`src/rtl/ssd_scan_driver_if.sv`:
```
// Bus bundle for the multiplexed seven-segment scan driver.
// The master side supplies display data and controls; the slave side (the driver)
// returns segment lines, digit enables and scan status.
interface ssd_scan_driver_if #(
   parameter int NUM_DIGITS = 4
);
   localparam int IDX_W = $clog2(NUM_DIGITS);

   logic                    en;
   logic                    load;
   logic [4*NUM_DIGITS-1:0] digits;
   logic [NUM_DIGITS-1:0]   dp_in;
   logic [NUM_DIGITS-1:0]   blank_in;
   logic                    lz_en;

   logic                    a, b, c, d, e, f, g;
   logic                    dp;
   logic [NUM_DIGITS-1:0]   an;
   logic [IDX_W-1:0]        digit_idx;
   logic                    frame_start;

   modport master (
      output en, load, digits, dp_in, blank_in, lz_en,
      input  a, b, c, d, e, f, g, dp, an, digit_idx, frame_start
   );

   modport slave (
      input  en, load, digits, dp_in, blank_in, lz_en,
      output a, b, c, d, e, f, g, dp, an, digit_idx, frame_start
   );
endinterface

```
`src/rtl/ssd_scan_driver.sv`:
```
// Time-multiplexed multi-digit seven-segment driver with frame-synchronous
// double-buffered loading, per-digit blanking and leading-zero suppression.
module ssd_scan_driver #(
   parameter int NUM_DIGITS     = 4,
   parameter int REFRESH_DIV    = 1000,
   parameter int SEG_ACTIVE_LOW = 0,
   parameter int AN_ACTIVE_LOW  = 0
) (
   input logic               clk,
   input logic               rst,
   ssd_scan_driver_if.slave  bus
);
   localparam int IDX_W = $clog2(NUM_DIGITS);
   localparam int PS_W  = $clog2(REFRESH_DIV);
   localparam logic [PS_W-1:0]  PS_LAST  = PS_W'(REFRESH_DIV - 1);
   localparam logic [IDX_W-1:0] IDX_LAST = IDX_W'(NUM_DIGITS - 1);
   localparam logic SEG_POL = (SEG_ACTIVE_LOW != 0);
   localparam logic AN_POL  = (AN_ACTIVE_LOW != 0);

   logic [PS_W-1:0]         ps_q;
   logic [IDX_W-1:0]        idx_q;
   logic                    fs_q;

   logic [4*NUM_DIGITS-1:0] pd_digits, sh_digits;
   logic [NUM_DIGITS-1:0]   pd_dp, sh_dp;
   logic [NUM_DIGITS-1:0]   pd_blank, sh_blank;
   logic                    pd_valid;

   logic [6:0]              seg_q;
   logic                    dp_q;
   logic [NUM_DIGITS-1:0]   an_q;

   logic                    tick, wrap;
   logic [3:0]              nib;
   logic                    nz_above, suppress;
   logic [6:0]              seg_lit;
   logic                    dp_lit;
   logic [NUM_DIGITS-1:0]   an_lit;

   assign tick = bus.en && (ps_q == PS_LAST);
   assign wrap = tick && (idx_q == IDX_LAST);

   // Prescaler and digit scan counter; both freeze while disabled.
   always_ff @(posedge clk) begin
      if (rst) begin
         ps_q  <= '0;
         idx_q <= '0;
         fs_q  <= 1'b0;
      end else begin
         if (bus.en) ps_q <= tick ? '0 : ps_q + 1'b1;
         if (tick)   idx_q <= (idx_q == IDX_LAST) ? '0 : idx_q + 1'b1;
         fs_q <= wrap;
      end
   end

   // Pending/shadow buffers: shadow only changes on the frame wrap so a frame
   // never mixes two loads; a load landing on the wrap bypasses pending.
   always_ff @(posedge clk) begin
      if (rst) begin
         pd_digits <= '0;
         pd_dp     <= '0;
         pd_blank  <= '0;
         pd_valid  <= 1'b0;
         sh_digits <= '0;
         sh_dp     <= '0;
         sh_blank  <= '0;
      end else if (wrap && bus.load) begin
         sh_digits <= bus.digits;
         sh_dp     <= bus.dp_in;
         sh_blank  <= bus.blank_in;
         pd_valid  <= 1'b0;
      end else begin
         if (wrap && pd_valid) begin
            sh_digits <= pd_digits;
            sh_dp     <= pd_dp;
            sh_blank  <= pd_blank;
            pd_valid  <= 1'b0;
         end
         if (bus.load) begin
            pd_digits <= bus.digits;
            pd_dp     <= bus.dp_in;
            pd_blank  <= bus.blank_in;
            pd_valid  <= 1'b1;
         end
      end
   end

   // Logical (active-high) segment/enable values for the digit being scanned.
   always_comb begin
      nib      = sh_digits[{idx_q, 2'b00} +: 4];
      nz_above = 1'b0;
      for (int unsigned j = 0; j < NUM_DIGITS; j++) begin
         if ((j >= 32'(idx_q)) && (sh_digits[j*4 +: 4] != 4'h0)) nz_above = 1'b1;
      end
      suppress = bus.lz_en && (idx_q != '0) && !nz_above;

      seg_lit = '0;
      case (nib)
         4'h0: seg_lit = 7'b1111110;
         4'h1: seg_lit = 7'b0110000;
         4'h2: seg_lit = 7'b1101101;
         4'h3: seg_lit = 7'b1111001;
         4'h4: seg_lit = 7'b0110011;
         4'h5: seg_lit = 7'b1011011;
         4'h6: seg_lit = 7'b1011111;
         4'h7: seg_lit = 7'b1110000;
         4'h8: seg_lit = 7'b1111111;
         4'h9: seg_lit = 7'b1111011;
         4'hA: seg_lit = 7'b1110111;
         4'hB: seg_lit = 7'b0011111;
         4'hC: seg_lit = 7'b1001110;
         4'hD: seg_lit = 7'b0111101;
         4'hE: seg_lit = 7'b1001111;
         4'hF: seg_lit = 7'b1000111;
      endcase
      dp_lit = sh_dp[idx_q];

      if (sh_blank[idx_q]) begin
         seg_lit = '0;
         dp_lit  = 1'b0;
      end else if (suppress) begin
         seg_lit = '0;
      end

      an_lit        = '0;
      an_lit[idx_q] = 1'b1;

      if (!bus.en) begin
         seg_lit = '0;
         dp_lit  = 1'b0;
         an_lit  = '0;
      end
   end

   // Output register with polarity applied last; enables and segments move together.
   always_ff @(posedge clk) begin
      if (rst) begin
         seg_q <= {7{SEG_POL}};
         dp_q  <= SEG_POL;
         an_q  <= {NUM_DIGITS{AN_POL}};
      end else begin
         seg_q <= seg_lit ^ {7{SEG_POL}};
         dp_q  <= dp_lit ^ SEG_POL;
         an_q  <= an_lit ^ {NUM_DIGITS{AN_POL}};
      end
   end

   assign {bus.a, bus.b, bus.c, bus.d, bus.e, bus.f, bus.g} = seg_q;
   assign bus.dp          = dp_q;
   assign bus.an          = an_q;
   assign bus.digit_idx   = idx_q;
   assign bus.frame_start = fs_q;
endmodule

```
`src/flat_wrapper.sv`:
```
// flat-port wrapper written by rule: the top's interface ports become plain ports
module ssd_scan_driver_flat 
#(
   parameter int NUM_DIGITS     = 4,
   parameter int REFRESH_DIV    = 1000,
   parameter int SEG_ACTIVE_LOW = 0,
   parameter int AN_ACTIVE_LOW  = 0
)
  (clk, rst, bus_en, bus_load, bus_digits, bus_dp_in, bus_blank_in, bus_lz_en, bus_a, bus_b, bus_c, bus_d, bus_e, bus_f, bus_g, bus_dp, bus_an, bus_digit_idx, bus_frame_start);
  ssd_scan_driver_if #(.NUM_DIGITS(NUM_DIGITS)) bus_i ();
  input logic clk;
  input logic rst;
  input wire logic [$bits(bus_i.en)-1:0] bus_en;
  input wire logic [$bits(bus_i.load)-1:0] bus_load;
  input wire logic [$bits(bus_i.digits)-1:0] bus_digits;
  input wire logic [$bits(bus_i.dp_in)-1:0] bus_dp_in;
  input wire logic [$bits(bus_i.blank_in)-1:0] bus_blank_in;
  input wire logic [$bits(bus_i.lz_en)-1:0] bus_lz_en;
  output wire logic [$bits(bus_i.a)-1:0] bus_a;
  output wire logic [$bits(bus_i.b)-1:0] bus_b;
  output wire logic [$bits(bus_i.c)-1:0] bus_c;
  output wire logic [$bits(bus_i.d)-1:0] bus_d;
  output wire logic [$bits(bus_i.e)-1:0] bus_e;
  output wire logic [$bits(bus_i.f)-1:0] bus_f;
  output wire logic [$bits(bus_i.g)-1:0] bus_g;
  output wire logic [$bits(bus_i.dp)-1:0] bus_dp;
  output wire logic [$bits(bus_i.an)-1:0] bus_an;
  output wire logic [$bits(bus_i.digit_idx)-1:0] bus_digit_idx;
  output wire logic [$bits(bus_i.frame_start)-1:0] bus_frame_start;
  assign bus_i.en = bus_en;
  assign bus_i.load = bus_load;
  assign bus_i.digits = bus_digits;
  assign bus_i.dp_in = bus_dp_in;
  assign bus_i.blank_in = bus_blank_in;
  assign bus_i.lz_en = bus_lz_en;
  assign bus_a = bus_i.a;
  assign bus_b = bus_i.b;
  assign bus_c = bus_i.c;
  assign bus_d = bus_i.d;
  assign bus_e = bus_i.e;
  assign bus_f = bus_i.f;
  assign bus_g = bus_i.g;
  assign bus_dp = bus_i.dp;
  assign bus_an = bus_i.an;
  assign bus_digit_idx = bus_i.digit_idx;
  assign bus_frame_start = bus_i.frame_start;
  ssd_scan_driver #(.NUM_DIGITS(NUM_DIGITS), .REFRESH_DIV(REFRESH_DIV), .SEG_ACTIVE_LOW(SEG_ACTIVE_LOW), .AN_ACTIVE_LOW(AN_ACTIVE_LOW)) u_core (.clk(clk), .rst(rst), .bus(bus_i));
endmodule
```
`config.mk`:
```
export PLATFORM = sky130hd
export DESIGN_NAME = ssd_scan_driver_flat
export DESIGN_NICKNAME = d
export VERILOG_FILES = /design/src/rtl/ssd_scan_driver_if.sv /design/src/rtl/ssd_scan_driver.sv /design/src/flat_wrapper.sv
export SDC_FILE = /design/constraint.sdc
export NUM_CORES = 1
export LEC_CHECK = 0
export ABC_AREA = 1
export BUFFER_PORTS_ARGS = -buffer_cell sky130_fd_sc_hd__clkbuf_2
export CAP_MARGIN = 40
export CORE_ASPECT_RATIO = 1.1
export CORE_MARGIN = 2
export CORE_UTILIZATION = 45
export CTS_CLUSTER_SIZE = 12
export DETAILED_ROUTE_END_ITERATION = 16
export PLACE_DENSITY_LB_ADDON = 0.25
export SETUP_SLACK_MARGIN = 0.4
export SYNTH_ARGS = -nofsm -noshare
export SYNTH_HDL_FRONTEND = slang
export SYNTH_SLANG_ARGS = --single-unit
```
`constraint.sdc`:
```
create_clock -name clk -period 3.47 [get_ports clk]
set_clock_uncertainty 0.15 [all_clocks]
set_input_delay 0.694 -clock clk [delete_from_list [all_inputs] [get_ports clk]]
set_output_delay 0.694 -clock clk [all_outputs]
set_load 0.01 [all_outputs]
```
==> qor.csv <==
stage,metric,value,unit
setup_path,CP Launch Type,register,
yosys,post-synth net total,567,
setup_path,crit end category,register,
cells_and_area,"leading cell type in the layout, fill and taps excluded",nand2_1,
global_route,met3 Track Usage GR,0.0397,
cells_and_area,Filler cells,809,
timing,fmax,403,MHz
timing,worst slew pin tran,0.648,ns
cells_and_area,share of cells above drive strength 1,0.175,
min_path,Hold Crit Class,register to register,
global_route,busiest layer in global routing,met2,
floorplanning,IO Pins,44,
yosys,register bit count reported by yosys,74,
yosys,synth unique cells,29,
clocking,clk buf depth,2,
floorplanning,DIE AREA,8810,µm²
floorplanning,Die X,89.7,µm
cells_and_area,Layout Cells excl Fill,674,
floorplanning,num rows,34,
global_route,met1 GRT Util,0.250,
clocking,cts bufs inserted,9,
power,overall power,1.80,mW
global_route,vias in the first global route,2999,
timing,RSZ-0062 raised after global routing,false,
clocking,CTS Root Cell,clkbuf_8,
yosys,Cells after Synth,525,
run_status,status,"finished, final reports clean",
timing,hold_ws,0.304,ns
place,pre-CTS setup slack,0.714,ns
floorplanning,total core area,7870,µm²
timing,Final TNS setup,0,ns
global_route,met2 GRT Util,0.305,
setup_path,maximum fanout along the worst path,25,
clocking,htree depth,3,
cells_and_area,nets,603,
drt,DRT antenna net count,0,
cells_and_area,Register Area,1480,µm²
global_route,initial antenna violation count,0,
yosys,"Avg Cell Area, Syn",6.92,µm²
clocking,clk_lat worst skew,0.35,ns
global_route,largest net degree at the start of global routing,51,
global_route,Total Routing Usage GR,0.193,
place,final RePlAce weighted congestion,0.807,
drt,initial DRC count,172,
global_route,GR Overflow Total,0,
timing,final hold vios,0,
clocking,# clock sinks,74,
clocking,Clock transition at path regs,0.07,ns
cells_and_area,Util after Layout,0.523,
floorplanning,Starting Density,0.462,
drt,vias per cell,4.77,
setup_path,Worst Path Arrival,2.55,ns
drt,final wirelength,7780,µm
floorplanning,Die Ht,98.2,µm
cells_and_area,Multi-input gate area,1740,µm²
cells_and_area,Area growth syn-to-layout,13.3,%
clocking,Post-CTS Hold Buffers,0,
drt,vias post-DR,3213,
timing,Final WS setup,0.986,ns
yosys,post-synthesis sequential area ratio,0.408,
timing,Max Slew Vio Count,0,
clocking,CTS tree,built,
power,Leak,2.04,nW
global_route,first-pass GRT wire length,13400,µm
cells_and_area,Ant. Diodes,0,
cells_and_area,Final Cell Area,4120,µm²
place,placed cell area,3880,µm²
timing,Tcrit/Tclk final,0.716,
timing,headroom to the max-slew limit,0.567,
power,Worst VDD drop,0.243,mV
power,Power Density,437,nW/µm²
flow_run,maximum capacitance violations,0,
timing,final setup violation count,0,
yosys,Yosys warning count,0,
place,placed wire-length estimate,5370,µm
drt,Residual DRC,0,
place,placed insts,658,
drt,wire per inst,11.5,µm
drt,DRT Pass-1 Iters,5,
setup_path,critical path class,register to register,
yosys,mapped cell area,3630,µm²
cells_and_area,"commonest cells after routing, fill and taps aside","141 x nand2_1, 73 x dfxtp_1, 72 x inv_1",
setup_path,Worst EP required,3.54,ns
timing,"Min Clock Period, post-route",2.48,ns
place,IO Port Bufs,43,
-- final cells by class --
class	count	area share
clock buffer	10	0.0310
clock inverter	6	0.0255
inverter	79	0.0720
multi-input combinational	352	0.422
sequential	74	0.360
tap	108	0.0328
timing repair buffer	45	0.0559
-- where the power goes --
group / total (mW) / leakage, nW / switching (mW) / internal, mW
Combinational: 0.122 / 1.32 / 0.0710 / 0.0506
Sequential: 0.883 / 0.605 / 0.00776 / 0.875
Clock: 0.795 / 0.120 / 0.321 / 0.474
Total: 1.80 / 2.04 / 0.399 / 1.40
-- path summary, 6_finish.rpt --
check | startpoint | end | slack, ns | cells past startpoint
max | u_core.ps_q[1] | u_core.sh_blank[3] | 0.99 | 6
min | u_core.pd_blank[2] | u_core.pd_blank[2] | 0.30 | 2
max reg2reg | u_core.ps_q[1] | u_core.sh_blank[3] | 0.99 | 6
min reg2reg | u_core.pd_blank[2] | u_core.pd_blank[2] | 0.30 | 2
-- timing repair --
action | CTS | global route
setup endpoints to repair | 0 | 1
endpoints found under the hold margin | 0 | 0
setup buffers | 0 | 0
resized for setup | 0 | 1
-- Yosys cell counts --
cell      number  share of area
nand2_1      141           0.15
dfxtp_1       74           0.41
inv_1         72          0.074
a21oi_1       68          0.094
nor2_1        29          0.030
or2_2         24          0.041
o21ai_1       21          0.029
nand3_1       17          0.023
o21ai_0       14          0.019
ha_1          13          0.045
buf_2          8          0.011
inv_2          7         0.0072
clkbuf_1       6         0.0062
nor3_1         4         0.0055
buf_6          3         0.0093
nand2_2        3         0.0052
nand4_1        3         0.0052
o211ai_1       3         0.0062
o21bai_1       3         0.0062
buf_4          2         0.0041
nand3b_1       2         0.0041
a32oi_1        1         0.0024
buf_1          1         0.0010
nand4_2        1         0.0034
nor2_2         1         0.0017
nor2_4         1         0.0031
nor3_4         1         0.0045
nor4_1         1         0.0017
xor2_1         1         0.0024
-- critical path: stages (launching register included) --
cell and delay [ns]:
dfxtp_1 0.37, ha_1 0.21, nand2_1 0.10, nor3_4 0.24, nand4_2 0.54, inv_2 0.58
a21oi_1 0.14
-- logic make-up after synthesis --
kind of cell               after synthesis  synth area share
and+or+nand+nor                        228             0.275
AOI/OAI and AO/OA                      110             0.157
buffers and inverters                   99             0.113
DFF                                     74             0.408
adders and majority gates               13            0.0448
xor gates and xnor gates                 1           0.00241
-- state kept, by name, summed over array words and instances, names as in the netlist, 2 cells and up --
signal                flops
u_core.sh_dp              4
u_core.bus.digit_idx      2
u_core.pd_blank           4
u_core.bus.an             4
u_core.sh_blank           4
u_core.seg_q              7
u_core.ps_q              10
u_core.pd_digits         16
u_core.sh_digits         16
u_core.pd_dp              4
-- metal layers --
layer	share of wire	wire length, µm
met5	0	0
met2	0.47	3680
met3	0.041	319
met1	0.47	3630
met4	0.019	148
No activity file was read; power rests on OpenSTA's default activity.
